`src/rtl/key_set_ctrl.sv`:
```
// key_set_ctrl: edit-mode sequencer for the digital clock.
// Decodes MODE/UP/DOWN key_filter events, steps RUN->SET_HOUR->SET_MIN->SET_SEC,
// emits single-cycle inc/dec pulses with long-press auto-repeat, drives the
// edit-digit blink and falls back to RUN after a period of inactivity.
module key_set_ctrl #(
  parameter int unsigned LONG_CYC    = 50_000_000,
  parameter int unsigned REP_CYC     = 10_000_000,
  parameter int unsigned TIMEOUT_CYC = 500_000_000,
  parameter int unsigned BLINK_CYC   = 25_000_000,
  parameter int unsigned CNT_W       = 29
) (
  input  logic       clk,
  input  logic       rst,
  input  logic       mode_flag,
  input  logic       mode_state,
  input  logic       up_flag,
  input  logic       up_state,
  input  logic       dn_flag,
  input  logic       dn_state,
  output logic [1:0] set_mode,
  output logic       run_en,
  output logic       inc,
  output logic       dec,
  output logic       blink,
  output logic       set_done
);

  typedef enum logic [1:0] {
    ST_RUN  = 2'd0,
    ST_HOUR = 2'd1,
    ST_MIN  = 2'd2,
    ST_SEC  = 2'd3
  } mode_t;

  typedef enum logic [1:0] {
    TRK_NONE = 2'd0,
    TRK_UP   = 2'd1,
    TRK_DN   = 2'd2
  } trk_t;

  localparam logic [CNT_W-1:0] LONG_LAST  = CNT_W'(LONG_CYC - 1);
  localparam logic [CNT_W-1:0] REP_RELOAD = CNT_W'(LONG_CYC - REP_CYC);
  localparam logic [CNT_W-1:0] TO_LAST    = CNT_W'(TIMEOUT_CYC - 1);
  localparam logic [CNT_W-1:0] BLK_LAST   = CNT_W'(BLINK_CYC - 1);

  mode_t            r_state, w_state_nxt;
  trk_t             r_trk, w_trk_nxt;
  logic [CNT_W-1:0] r_to_cnt, w_to_cnt_nxt;
  logic [CNT_W-1:0] r_hold_cnt, w_hold_cnt_nxt;
  logic [CNT_W-1:0] r_blk_cnt, w_blk_cnt_nxt;
  logic             r_inc, w_inc_nxt;
  logic             r_dec, w_dec_nxt;
  logic             r_blink, w_blink_nxt;
  logic             r_set_done, w_set_done_nxt;
  logic             r_run_en, w_run_en_nxt;

  logic w_mode_press, w_up_press, w_up_rel, w_dn_press, w_dn_rel, w_any_flag;
  logic w_in_set, w_to_hit, w_mode_chg, w_hold_keep, w_trk_rel;

  assign w_mode_press = mode_flag & ~mode_state;
  assign w_up_press   = up_flag & ~up_state;
  assign w_up_rel     = up_flag & up_state;
  assign w_dn_press   = dn_flag & ~dn_state;
  assign w_dn_rel     = dn_flag & dn_state;
  assign w_any_flag   = mode_flag | up_flag | dn_flag;

  assign w_in_set    = (r_state != ST_RUN);
  assign w_to_hit    = w_in_set && (r_to_cnt == TO_LAST);
  assign w_mode_chg  = (w_state_nxt != r_state);
  // Hold tracking survives only while staying in SET without a MODE press or timeout.
  assign w_hold_keep = w_in_set && !w_mode_press && !w_to_hit;
  assign w_trk_rel   = ((r_trk == TRK_UP) && w_up_rel) || ((r_trk == TRK_DN) && w_dn_rel);

  // Mode FSM next state: MODE press advances, otherwise inactivity timeout returns to RUN.
  always_comb begin
    w_state_nxt = r_state;
    if (w_mode_press) begin
      case (r_state)
        ST_RUN:  w_state_nxt = ST_HOUR;
        ST_HOUR: w_state_nxt = ST_MIN;
        ST_MIN:  w_state_nxt = ST_SEC;
        default: w_state_nxt = ST_RUN;
      endcase
    end else if (w_to_hit) begin
      w_state_nxt = ST_RUN;
    end
  end

  // Inactivity counter: held at 0 in RUN, cleared on any key event or mode change.
  always_comb begin
    w_to_cnt_nxt = r_to_cnt + 1'b1;
    if ((w_state_nxt == ST_RUN) || w_mode_chg || w_any_flag)
      w_to_cnt_nxt = '0;
  end

  // UP/DOWN hold tracking and inc/dec pulse generation.
  // After the first long-press pulse the hold counter is reloaded to LONG-REP,
  // so every later pulse again fires at LONG-1 and the period becomes REP.
  always_comb begin
    w_trk_nxt      = r_trk;
    w_hold_cnt_nxt = r_hold_cnt;
    w_inc_nxt      = 1'b0;
    w_dec_nxt      = 1'b0;
    if (!w_hold_keep) begin
      w_trk_nxt      = TRK_NONE;
      w_hold_cnt_nxt = '0;
    end else if (r_trk == TRK_NONE) begin
      if (w_up_press) begin
        w_trk_nxt      = TRK_UP;
        w_hold_cnt_nxt = '0;
        w_inc_nxt      = 1'b1;
      end else if (w_dn_press) begin
        w_trk_nxt      = TRK_DN;
        w_hold_cnt_nxt = '0;
        w_dec_nxt      = 1'b1;
      end
    end else if (w_trk_rel) begin
      w_trk_nxt      = TRK_NONE;
      w_hold_cnt_nxt = '0;
    end else if (r_hold_cnt == LONG_LAST) begin
      w_hold_cnt_nxt = REP_RELOAD;
      w_inc_nxt      = (r_trk == TRK_UP);
      w_dec_nxt      = (r_trk == TRK_DN);
    end else begin
      w_hold_cnt_nxt = r_hold_cnt + 1'b1;
    end
  end

  // Blink: off in RUN, forced on at mode change or adjust pulse, else toggles each half-period.
  always_comb begin
    w_blink_nxt   = r_blink;
    w_blk_cnt_nxt = r_blk_cnt + 1'b1;
    if (w_state_nxt == ST_RUN) begin
      w_blink_nxt   = 1'b0;
      w_blk_cnt_nxt = '0;
    end else if (w_mode_chg || w_inc_nxt || w_dec_nxt) begin
      w_blink_nxt   = 1'b1;
      w_blk_cnt_nxt = '0;
    end else if (r_blk_cnt == BLK_LAST) begin
      w_blink_nxt   = ~r_blink;
      w_blk_cnt_nxt = '0;
    end
  end

  // Status flags derived from the upcoming mode.
  always_comb begin
    w_run_en_nxt   = (w_state_nxt == ST_RUN);
    w_set_done_nxt = w_in_set && (w_state_nxt == ST_RUN);
  end

  // State and output registers with synchronous reset.
  always_ff @(posedge clk) begin
    if (rst) begin
      r_state    <= ST_RUN;
      r_trk      <= TRK_NONE;
      r_to_cnt   <= '0;
      r_hold_cnt <= '0;
      r_blk_cnt  <= '0;
      r_inc      <= 1'b0;
      r_dec      <= 1'b0;
      r_blink    <= 1'b0;
      r_set_done <= 1'b0;
      r_run_en   <= 1'b1;
    end else begin
      r_state    <= w_state_nxt;
      r_trk      <= w_trk_nxt;
      r_to_cnt   <= w_to_cnt_nxt;
      r_hold_cnt <= w_hold_cnt_nxt;
      r_blk_cnt  <= w_blk_cnt_nxt;
      r_inc      <= w_inc_nxt;
      r_dec      <= w_dec_nxt;
      r_blink    <= w_blink_nxt;
      r_set_done <= w_set_done_nxt;
      r_run_en   <= w_run_en_nxt;
    end
  end

  assign set_mode = r_state;
  assign run_en   = r_run_en;
  assign inc      = r_inc;
  assign dec      = r_dec;
  assign blink    = r_blink;
  assign set_done = r_set_done;

endmodule

```
`config.mk`:
```
export PLATFORM = sky130hd
export DESIGN_NAME = key_set_ctrl
export DESIGN_NICKNAME = d
export VERILOG_FILES = /design/src/rtl/key_set_ctrl.sv
export SDC_FILE = /design/constraint.sdc
export NUM_CORES = 1
export LEC_CHECK = 0
export BUFFER_PORTS_ARGS = -buffer_cell sky130_fd_sc_hd__clkbuf_2
export CAP_MARGIN = 15
export CORE_ASPECT_RATIO = 1.4
export CORE_MARGIN = 2
export CORE_UTILIZATION = 51
export DETAILED_ROUTE_END_ITERATION = 10
export PLACE_DENSITY = 0.66
export SLEW_MARGIN = 25
export SYNTH_ARGS = -nofsm -noshare
export SYNTH_HDL_FRONTEND = slang
export SYNTH_SLANG_ARGS = --single-unit
```
`constraint.sdc`:
```
create_clock -name clk -period 3.05 [get_ports clk]
set_clock_uncertainty 0.15 [all_clocks]
set_input_delay 0.1525 -clock clk [delete_from_list [all_inputs] [get_ports clk]]
set_output_delay 0.1525 -clock clk [all_outputs]
set_load 0.05 [all_outputs]
```
# After elaboration in Yosys (flattened, before gate mapping)
# Cells that the tools add are included.
[word_totals]
register_bits = 96
input_bits = 8
output_inout_bits = 7
wordCells = 83
[op_classes]
n_addsub = 3
eq_ne = 9
muxes = 25
bitwise = 12
reduce_logical = 24
[op_table]
columns = ["operator", "count"]
rows = [
  ["$mux W29", 5],
  ["$add A29 B1 Y29 const B", 3],
  ["$eq A29 B25 Y1 const B", 1],
  ["$eq A29 B26 Y1 const B", 1],
  ["$eq A29 B29 Y1 const B", 1],
  ["$mux W1", 13],
  ["$mux W2", 6],
  ["$logic_and A1 B1 Y1", 6],
  ["$logic_not A2 Y1", 3],
  ["$pmux W2 S3", 1],
  ["$reduce_bool A2 Y1", 3],
  ["$reduce_or A2 Y1", 3],
  ["$and A1 B1 Y1", 5],
  ["$logic_or A1 B1 Y1", 5],
  ["$not A1 Y1", 5],
  ["$eq A2 B1 Y1 const B", 2],
  ["$eq A2 B2 Y1 const B", 2],
  ["$reduce_or A4 Y1", 1],
  ["$ne A3 B3 Y1 const B", 1],
  ["$logic_not A1 Y1", 2],
  ["$ne A2 B2 Y1", 1],
  ["$or A1 B1 Y1", 2],
  ["$reduce_and A2 Y1", 1],
]

# Depth between registers and ports, before layout
[logic_depth]
word_depth = 9
ltp_mapped = 10
depth_no_buf = 8

# Least setup slack after synthesis
# OpenSTA, ideal clock, no wires.
[synth_path]
path_type = "register -> register"
from = "register r_state[0], in the netlist set_mode[0]"
to = "register r_to_cnt[20]"
setup_ns = 0.064
t_arrival_ns = 2.411
required_ns = 2.836
slack_ns = 0.425
stages_incl_launch_ff = 11
n_path_buf = 2
period_less_slack_ns = 2.625
cell_sequence = "dfxtp_1 -> inv_1 -> ha_1 -> nor4bb_1 -> and4_4 -> and3_4 -> or3_4 -> or4_4 -> buf_6 -> buf_6 -> nor2_1"
[synth_between]
elab_chain_cells = 8
elab_cells_between_ends = 13
cone_classes = "3 x eq/ne; 3 x mux; 7 x reduce/logical"
[synth_lines]
columns = ["element", "line", "text"]
rows = [
  ["start, declared", "46", "mode_t r_state, w_state_nxt;"],
  ["start signal, assigned", "165", "r_state <= w_state_nxt;"],
  ["branches (longest 5 deep; another with $pmux W2 S3)", "n/a", ""],
  ["$logic_or A1 B1 Y1 * (2 in a row)", "92", "if ((w_state_nxt == ST_RUN) || w_mode_chg || w_any_flag)"],
  ["$reduce_or A2 Y1 (no source line) *", "n/a", ""],
  ["end signal, assigned", "167", "r_to_cnt <= w_to_cnt_nxt;"],
  ["end, declared", "48", "logic [CNT_W-1:0] r_to_cnt, w_to_cnt_nxt;"],
]
# Mark *: on every way between the ends.
# A chain may end at the register's enable or synchronous reset.

# Worst setup path in the final report
[layout_path]
from = "register r_state[0], in the netlist set_mode[0]"
to = "register r_to_cnt[24]"
# Same word-level chain as after synthesis.

==> impl_results.md <==
* Synth Instances at between 500 and 600
* Largest cells by area after synthesis: dfxtp_1, nor2_1, xor2_1, xnor2_1, nand2_1
* Synth Flop Type: dfxtp_1
* Most common cell after layout, fill and taps aside: nor2_1
* Root Driver: clkbuf_16
* Ant. Diodes at 0
* # rows at 40
* # DRC at 0
* DPL Wire Length at approximately 6600 um
* Die extent in y at ~120 um
* Initial Util at 52.9%
* Place WS at roughly 0.44 ns
* EDFF count, synth at 0
* Max Slew Vio Count at 0
* P_int at 1.98 mW
* Final worst path period share at between 80 and 90%
* RSZ-0062 raised after global routing: false
* Synth cell types at 49
* H-tree levels at 3
* Die W at ~84 um
* Max cap viols at 0
* GP Congestion at between 0.9 and 1
* WL/cell at ~14 um
* Final worst setup slack at 0.436 ns
* Mapped Area at around 4600 um^2
* CTS tree: built
* Num CTS Buffers at 9
* Logic pwr share at between 4 and 5%
* GR Overflow Total at 0
* Yosys warnings at 0
* Slowest cell on crit path: or4_4
* Mapped Nets at ~560
* Finished Layout Cells at just under 700
* Arrival time worst endpoint at between 2 and 3 ns
* Synth async-reset ratio at 0%
* Sequential-to-total area share from yosys stat at around two fifths
* Nets at 580
* Worst vdd ir at around 400 uV
* Synth-to-layout area growth at 10.8%
* Crit-path cells: inv_1, ha_1, nor4bb_1, and4_4, and3_4, or3_4, or4_4, nor2_1
* Total Wirelength at just over 9000 um
* Critical Path Source Type: register
* Status: finished, final reports clean
* Clock sink count at 96
* PortBufs at 14
* Final setup violation count at 0
* Clock Latency Late Sink at 0.34 ns
* Clock Power Share at between 40% and 50%
* CP peak stage delay at 0.60 ns
* First-pass GRT wire length at 16,000 um
* Final hold vios at 0
* First drt pass iteration count at 4
* Setup TNS at 0 ns
* Worst Setup Path Type: reg -> reg
* Routed vias at 3,782
* Crit end category: register
* Power Density at about 500 nW/um^2
* Via density at about 5.6
* Core region area at approximately 8700 um^2
* Vias in the first global route at approximately 3,600
* Worst-path clk slew at around 0.060 ns
* Global-route usage over all layers at roughly a fifth
* Area leader, netlist: dfxtp_1
* Net Sw Power at about 0.55 mW
* Commonest cells after routing, fill and taps aside: nor2_1, dfxtp_1, nand2_1, xor2_1
* Peak Freq at ~380 MHz
* Worst-margin pin slew at around 0.74 ns
* Core Util, Final at about three fifths
* Avg Cell Area, Syn at ~8.3 um^2
* Crit Path Max Fanout at 29
* Register bit total from synthesis at between 90 and 100
* Yosys top cell area share at between 40% and 50%
* IO Count at 15
* Longest Clk Path Bufs at 2
* Share of cells above drive strength 1 at just over 8%
* Req. time, crit path at about 3.2 ns
* Initial antenna violation count at 0
* Placed insts at 659
* Worst path top cell family by delay: simple AND/OR/NAND/NOR gates
* Rel. slew slack at just over 50%
* Post-CTS setup buffer count at 0
* Switching Fraction at a little over a fifth
* Antenna Nets Post-Route at 0
* Min Tclk post-route at between 2 and 3 ns
* Die area at 9770 um^2
* Drt first-iter violations at around 110
* Static Leakage at approximately 1.6 nW
* Worst Path Buf+Inv at 1
* HP Class: in -> reg
* Largest net degree at the start of global routing at 30
* Sequential share of power at about half
state kept, by name, indices dropped and copies added, names as in the netlist, 2 cells and up:
register	count
r_to_cnt	29
r_hold_cnt	29
r_blk_cnt	29
r_trk	2
set_mode	2
synth_stat cells, types with 2 or more instances:
master / number
o22ai_1: 3
nand2_1: 48
inv_1: 11
clkbuf_1: 10
o21ai_0: 16
xor2_1: 43
or2_2: 2
nor2_1: 108
and2_1: 5
nor4bb_1: 2
nor3_1: 12
nand3_1: 32
dfxtp_1: 96
nand4_1: 23
a31oi_1: 3
or3_4: 2
and4_1: 7
nor2b_1: 5
buf_2: 4
xnor2_1: 32
or4_1: 4
buf_6: 3
nor4b_1: 4
a21oi_1: 19
ha_1: 5
nor4_1: 12
and3_1: 11
or3_1: 2
nor3b_1: 5
nand2b_1: 2
and3_4: 2
power groups by stage:
stage | Combinational, mW | Clock, mW | Sequential [mW]
after CTS | 0.123 | 1.16 | 1.27
final | 0.123 | 1.14 | 1.27
after global routing | 0.137 | 1.20 | 1.27
after global placement | 0.119 | 0 | 1.30
after detailed placement | 0.121 | 0 | 1.30
after floorplan | 0.0733 | 0 | 1.31
path summary, 6_finish.rpt:
kind | startpoint | to | slack [ns] | depth (start not counted)
worst max register to register | set_mode[0]$_SDFF_PP0_ | r_to_cnt[24]$_SDFF_PP0_ | 0.44 | 8
worst min-delay path | up_flag | inc$_SDFF_PP0_ | 0.02 | 3
worst min register to register | r_blk_cnt[0]$_SDFF_PP0_ | r_blk_cnt[0]$_SDFF_PP0_ | 0.29 | 1
worst max-delay path | set_mode[0]$_SDFF_PP0_ | r_to_cnt[24]$_SDFF_PP0_ | 0.44 | 8
repair_timing:
| item | in CTS | in global routing |
|---|---|---|
| gates resized for setup | 0 | 0 |
| endpoints found under the hold margin | 5 | 0 |
| hold buffers | 2 | 0 |
metrics by stage:
step / power, mW / hold slack, ns / area, um^2
floorplan: 1.38 / 0.0716 / 4580
global placement: 1.41 / 0.231 / 4760
detailed placement: 1.42 / 0.249 / 4760
CTS: 2.55 / 0.0140 / 5080
global route: 2.61 / 0.0768 / 5080
finish: 2.53 / 0.0243 / 5080
cells by family after synthesis:
family / Yosys count / synth area share [%]
compound gates: 51 / 6.53
mux: 1 / 0.218
fa+ha+maj: 5 / 1.37
buf+inv: 29 / 3.06
simple gates: 294 / 32.6
xor+xnor: 75 / 14.3
flops: 96 / 41.9
tightest hold or removal path: cells and delay by family:
| kind | cells | cell delay (ns) |
|---|---|---|
| buffers and inverters | 1 | 0.13 |
| AND/OR/NAND/NOR | 1 | 0.06 |
| multiplexers | 1 | 0.13 |
layer usage:
layer  track usage (%)  routed length [um]  vias up
met5                 0                   0        -
met3              3.46                 279       18
met2              34.9                4570       56
met1              24.0                4240     1774
li1                  -                   -     1934
met4              9.68                 206        0
cell type report:
class	instances	area, um^2
sequential	96	1920
inverter	11	41.3
multi-input combinational	426	2540
clock buffer	13	260
clock inverter	3	40.0
timing repair buffer	23	143
tap	105	131
fill	806	3580
Power figures use the tool's default switching activity.
